[src/rtl/fir_stream_ctrl.sv]
`timescale 1ns/1ps
// ---------------------------------------------------------------------------
// fir_stream_ctrl
//
// Valid/ready stream controller for a 4-stage stall-all pipelined FIR.
// The FIR only advances (fir_ena) when a real sample is accepted or when a
// flush zero is injected. A valid-tag shift register mirrors the FIR
// pipeline, so the controller knows which FIR output is a real result.
// Results are presented downstream with backpressure.
//
// Handshake semantics (both stream ports): a transfer happens on a rising
// clk edge where valid and ready are both high. The producer holds valid
// and data stable until that transfer. Here s_ready and m_valid never
// depend on s_valid. s_ready does depend combinationally on m_ready and
// flush_req.
//
// Optional feature macro: FIR_CTRL_TAIL_EN
//   defined   : the flush also emits the N_TAPS-1 filter tail outputs
//   undefined : the flush only drains results that are already in flight
//
// Ports
//   clk, reset    clock (rising edge); asynchronous active-high reset
//   s_valid/s_ready/s_data   sample input stream (signed)
//   m_valid/m_ready/m_data   result output stream (m_data = fir_data_out)
//   flush_req     single-cycle request to drain the pipeline
//   flush_done    one-cycle pulse when the flush is complete
//   busy          high whenever the controller is not in RUN
//   out_count     number of results delivered; wraps around
//   fir_ena, fir_data_in, fir_data_out   FIR control and data
//   dbg_state     current FSM state (0=RUN, 1=FLUSH, 2=DONE)
// ---------------------------------------------------------------------------
module fir_stream_ctrl #(
    parameter int DATA_WIDTH = 18,
    parameter int OUT_WIDTH  = 38,
    parameter int LATENCY    = 4,
    parameter int N_TAPS     = 4,
    parameter int CNT_WIDTH  = 16
) (
    input  logic                  clk,
    input  logic                  reset,
    input  logic                  s_valid,
    output logic                  s_ready,
    input  logic [DATA_WIDTH-1:0] s_data,
    output logic                  m_valid,
    input  logic                  m_ready,
    output logic [OUT_WIDTH-1:0]  m_data,
    input  logic                  flush_req,
    output logic                  flush_done,
    output logic                  busy,
    output logic [CNT_WIDTH-1:0]  out_count,
    output logic                  fir_ena,
    output logic [DATA_WIDTH-1:0] fir_data_in,
    input  logic [OUT_WIDTH-1:0]  fir_data_out,
    output logic [1:0]            dbg_state
);

`ifdef FIR_CTRL_TAIL_EN
    localparam bit TAIL_EN = 1'b1;
`else
    localparam bit TAIL_EN = 1'b0;
`endif

    localparam int TAIL_LEN = N_TAPS - 1;
    // The LATENCY zeros always injected clear the FIR history and push
    // every in-flight result out. The tail zeros come on top of them.
    localparam int INJ_MAX  = LATENCY + (TAIL_EN ? TAIL_LEN : 0);
    localparam int INJ_W    = $clog2(INJ_MAX + 1);

    typedef enum logic [1:0] {
        ST_RUN   = 2'd0,
        ST_FLUSH = 2'd1,
        ST_DONE  = 2'd2
    } state_t;

    state_t             state;
    state_t             state_next;
    logic [LATENCY-1:0] vtag;
    logic [INJ_W-1:0]   inj;
    logic [INJ_W-1:0]   inj_next;
    logic               tag_in;
    logic               adv_ok;
    logic               inj_room;
    logic               m_fire;

    assign m_valid   = vtag[LATENCY-1];
    assign m_data    = fir_data_out;
    assign m_fire    = m_valid & m_ready;
    // The pipeline may only advance if the presented result is taken in the
    // same edge, or if no result is being presented.
    assign adv_ok    = !vtag[LATENCY-1] | m_ready;
    assign inj_room  = inj < INJ_W'(INJ_MAX);
    assign busy      = (state != ST_RUN);
    assign dbg_state = state;

    always_comb begin
        state_next  = state;
        inj_next    = inj;
        s_ready     = 1'b0;
        fir_ena     = 1'b0;
        fir_data_in = '0;
        tag_in      = 1'b0;
        flush_done  = 1'b0;
        case (state)
            ST_RUN: begin
                // The reset term keeps the input closed while reset is held.
                // Without it, the combinational ready would leak through.
                s_ready     = adv_ok & !flush_req & !reset;
                fir_ena     = s_valid & s_ready;
                fir_data_in = reset ? '0 : s_data;
                tag_in      = 1'b1;
                inj_next    = '0;
                if (flush_req) begin
                    state_next = ST_FLUSH;
                end
            end
            ST_FLUSH: begin
                fir_ena = adv_ok & inj_room;
                // The first TAIL_LEN zeros produce the tail outputs. Later
                // zeros only clear the FIR and drain it.
                tag_in  = TAIL_EN && (inj < INJ_W'(TAIL_LEN));
                if (fir_ena) begin
                    inj_next = inj + INJ_W'(1);
                end
                if (!inj_room && (vtag == '0)) begin
                    state_next = ST_DONE;
                end
            end
            ST_DONE: begin
                flush_done = 1'b1;
                state_next = ST_RUN;
            end
            default: begin
                state_next = ST_RUN;
            end
        endcase
    end

    always_ff @(posedge clk or posedge reset) begin
        if (reset) begin
            state     <= ST_RUN;
            vtag      <= '0;
            inj       <= '0;
            out_count <= '0;
        end else begin
            state <= state_next;
            inj   <= inj_next;
            // A shift already moves the consumed top tag out, so a handshake
            // in the same edge needs no extra clear.
            if (fir_ena) begin
                vtag <= {vtag[LATENCY-2:0], tag_in};
            end else if (m_fire) begin
                vtag[LATENCY-1] <= 1'b0;
            end
            if (m_fire) begin
                out_count <= out_count + CNT_WIDTH'(1);
            end
        end
    end

endmodule

[config.mk]
export PLATFORM = sky130hd
export DESIGN_NAME = fir_stream_ctrl
export DESIGN_NICKNAME = d
export VERILOG_FILES = /design/src/rtl/fir_stream_ctrl.sv
export SDC_FILE = /design/constraint.sdc
export NUM_CORES = 1
export LEC_CHECK = 0
export CORE_MARGIN = 2
export CORE_UTILIZATION = 31
export DETAILED_ROUTE_END_ITERATION = 10
export HOLD_SLACK_MARGIN = 0.03
export PLACE_DENSITY_LB_ADDON = 0.25
export SLEW_MARGIN = 20
export SYNTH_ARGS = -nofsm -noshare
export SYNTH_HDL_FRONTEND = slang
export SYNTH_SLANG_ARGS = --single-unit
[constraint.sdc]
create_clock -name clk -period 1.8 [get_ports clk]
set_input_delay 0.36 -clock clk [delete_from_list [all_inputs] [get_ports clk]]
set_output_delay 0.36 -clock clk [all_outputs]
set_load 0.03 [all_outputs]
==> results.yml <==
status:
  status: "finished with violations"
  violations: "setup timing"
die:
  core_area_sq_um: 4750
  pin_count: 140
  die_h_um: 74.4
  rows: 25
  floorplan.initialDensity_pct: 32.3
  fp.dieArea_sq_um: 5540
  fp.dieW_um: 74.4
final_layout:
  postLayoutCellArea_sq_um: 2250
  nNetsFinal: 260
  diodes: 0
  final_util_pct: 47.3
  final_cells: 263
  area_delta_synth_final_pct: 46.5
  drive_above_1_share_pct: 37.2
power_and_ir_drop:
  switching_share_pct: 37.5
  powerDensity_nw_per_um2: 1170
  ir_worst_vdd_uv: 378
  p_int_mw: 1.65
  seqPwrFrac_pct: 29.6
  switchingPower_mw: 0.987
  finalPower_mw: 2.64
  comb_power_share_pct: 58.0
  leakage_nw: 1.19
  clockPowerShare_pct: 12.4
synth:
  netlist_area_sq_um: 1540
  ys_seq_elements: 25
  synth.area.top_cells: "dfrtp_1, buf_4, and2_1"
  postSynth.asyncResetShare_pct: 100
  synth.mux.area_fraction_pct: 2.69
  ys_types: 34
  syn_area_per_cell_sq_um: 10.1
  synth-edff-count: 0
  synth_top_family_by_area: "simple AND/OR/NAND/NOR gates"
  synth_ff_type: "dfrtp_1"
  synth-compound-area-share_pct: 3.75
  yosysTopAreaCell: "dfrtp_1"
  synth_most_common_cell: "buf_4"
  synth_top_area_share_pct: 40.7
  synthAdderAreaFrac_pct: 1.63
  synth_cells: 152
  synthTopCellsByCount: "buf_4, dfrtp_1, and2_1, xnor2_1, nand3_1"
  synthesis.nets: 215
  synth_warnings: 0
  synth-simple-area-share_pct: 21.8
  ys_seq_area_share_pct: 40.7
  synthXorXnorAreaFrac_pct: 8.55
global_route:
  grt_antenna_before_repair: 0
  grt-ovfl-total: 0
  grt_usage_pct: 14.2
  grt_pass1_wl_um: 5980
  grt_max_degree: 26
  grt_pass1_vias: 1234
setup_path:
  r2r-start: "vtag[3]"
  cp-start-kind: "register"
  critical_path_class: "reg -> out"
  r2r_slack_ps: 140
  endpoint_kind: "output pin"
  arrival_ps: 1540
  critPathRequiredTime_ps: 1440
  reg2reg_to: "vtag[1]"
  reg2reg_depth: 5
  worst-path-max-fanout: 9
timing:
  maxClockFrequency_mhz: 527
  tightest_slew_ps: 425
  setup-tns-final_ps: -1450
  fin_ws_ps: -96.8
  finalClockSkew_ps: 3.92
  rsz0062_at_grt: "true"
  holdWs_ps: 371
  drv_slew: 0
  finalCriticalPeriod_ps: 1900
  setup_viol: 20
  slew_headroom_pct: 71.4
  hold_viol: 0
  finalCritPeriodShare_pct: 105
drt:
  detail-route-antenna-nets: 0
  wl_per_cell_um: 14.5
  viasPerCell: 4.51
  drtIter0Drc: 15
  route.vias.total: 1186
  wl_um: 3810
  firstDrtPassIters: 4
  route.detailed.drc: 0
place:
  pre_cts_slack_ps: -360
  place_hpwl_um: 2670
  portBuffers: 63
  placedCellCount: 249
  gp_congestion: 0.789
  placement.cell_area_sq_um: 2000
cts:
  cts-root-buf: "clkbuf_8"
  cts_tree: "done"
  cts.reportedPaths.clkPinSlew_ps: 80
  hold_buffers: 0
  ctsHtreeMaxLevel: 1
  cts.path.max_buffers: 2
  clkLatencyLatePin_ps: 270
  cts-buffers-inserted: 3
  cts_num_sinks: 25
worst_hold_path:
  hp-class: "in -> async"
run:
  cap_violations: 0
==> layout make-up <==
| type | count | area, sq um |
|---|---|---|
| tap | 67 | 83.8 |
| sequential | 25 | 628 |
| inverter | 3 | 11.3 |
| clock buffer | 4 | 45.0 |
| fill | 447 | 2500 |
| timing repair buffer | 82 | 840 |
| multi-input combinational | 82 | 643 |
==> cells in the final DEF (no fill, tap or decap), types with 2 or more instances in the layout <==
master,synthesis,routed
dfrtp_2,0,2
ha_1,2,2
xor2_1,2,2
inv_1,3,3
clkdlybuf4s50_1,0,28
and2_4,0,18
nor2_1,3,3
dfrtp_1,25,23
dlygate4sd2_1,0,3
nand3_1,8,8
nand4_1,4,4
nand2_1,7,7
buf_4,38,15
nor2b_1,2,2
mux2_4,2,2
xnor2_1,13,13
clkbuf_8,0,3
buf_6,1,23
o21ai_0,2,2
nand2b_1,2,2
dlymetal6s2s_1,0,10
==> state kept, by name, summed over array words and instances, names as in the netlist <==
name and cells:
inj 3, vtag 4, dbg_state 2, out_count 16
==> power groups by stage <==
stage	Sequential (mW)	Combinational [mW]	Clock, mW
final	0.781	1.53	0.328
after global routing	0.799	1.65	0.378
after CTS	0.783	1.63	0.342
after detailed placement	0.803	1.30	0
after global placement	0.792	1.27	0
after floorplan	0.900	0.844	0
==> logic make-up after synthesis <==
kind of cell    Yosys count
buf+inv                  45
compound gates            7
xor+xnor                 15
flops                    25
simple gates             55
fa+ha+maj                 2
mux                       3
==> timing repair <==
action	CTS	global route
endpoints found under the setup margin	23	30
setup buffers	9	2
pin swaps	10	3
gates cloned	2	0
resized for setup	48	12
==> how the worst max path moves through the flow <==
stage | start | cells after the start | endpoint
after floorplan | dbg_state[0] | 5 | vtag[1]
after global placement | m_ready | 5 | fir_ena
after detailed placement | m_ready | 5 | fir_ena
after CTS | dbg_state[1] | 6 | fir_data_in[17]
after global routing | dbg_state[1] | 5 | fir_data_in[17]
final | dbg_state[1] | 5 | fir_data_in[2]
==> critical path, stage by stage (launching register included) <==
cell and delay (ps):
dfrtp_2 410, or2_4 280, nor2_4 160, buf_6 150, and2_4 150, buf_6 120
==> layer usage <==
| metal | track usage [%] | routed length (um) |
|---|---|---|
| met4 | 3.97 | 44 |
| met2 | 27.1 | 1950 |
| met1 | 15.0 | 1410 |
| met3 | 4.20 | 411 |
| met5 | 0 | 0 |
No activity file was read; power rests on OpenSTA's default activity.
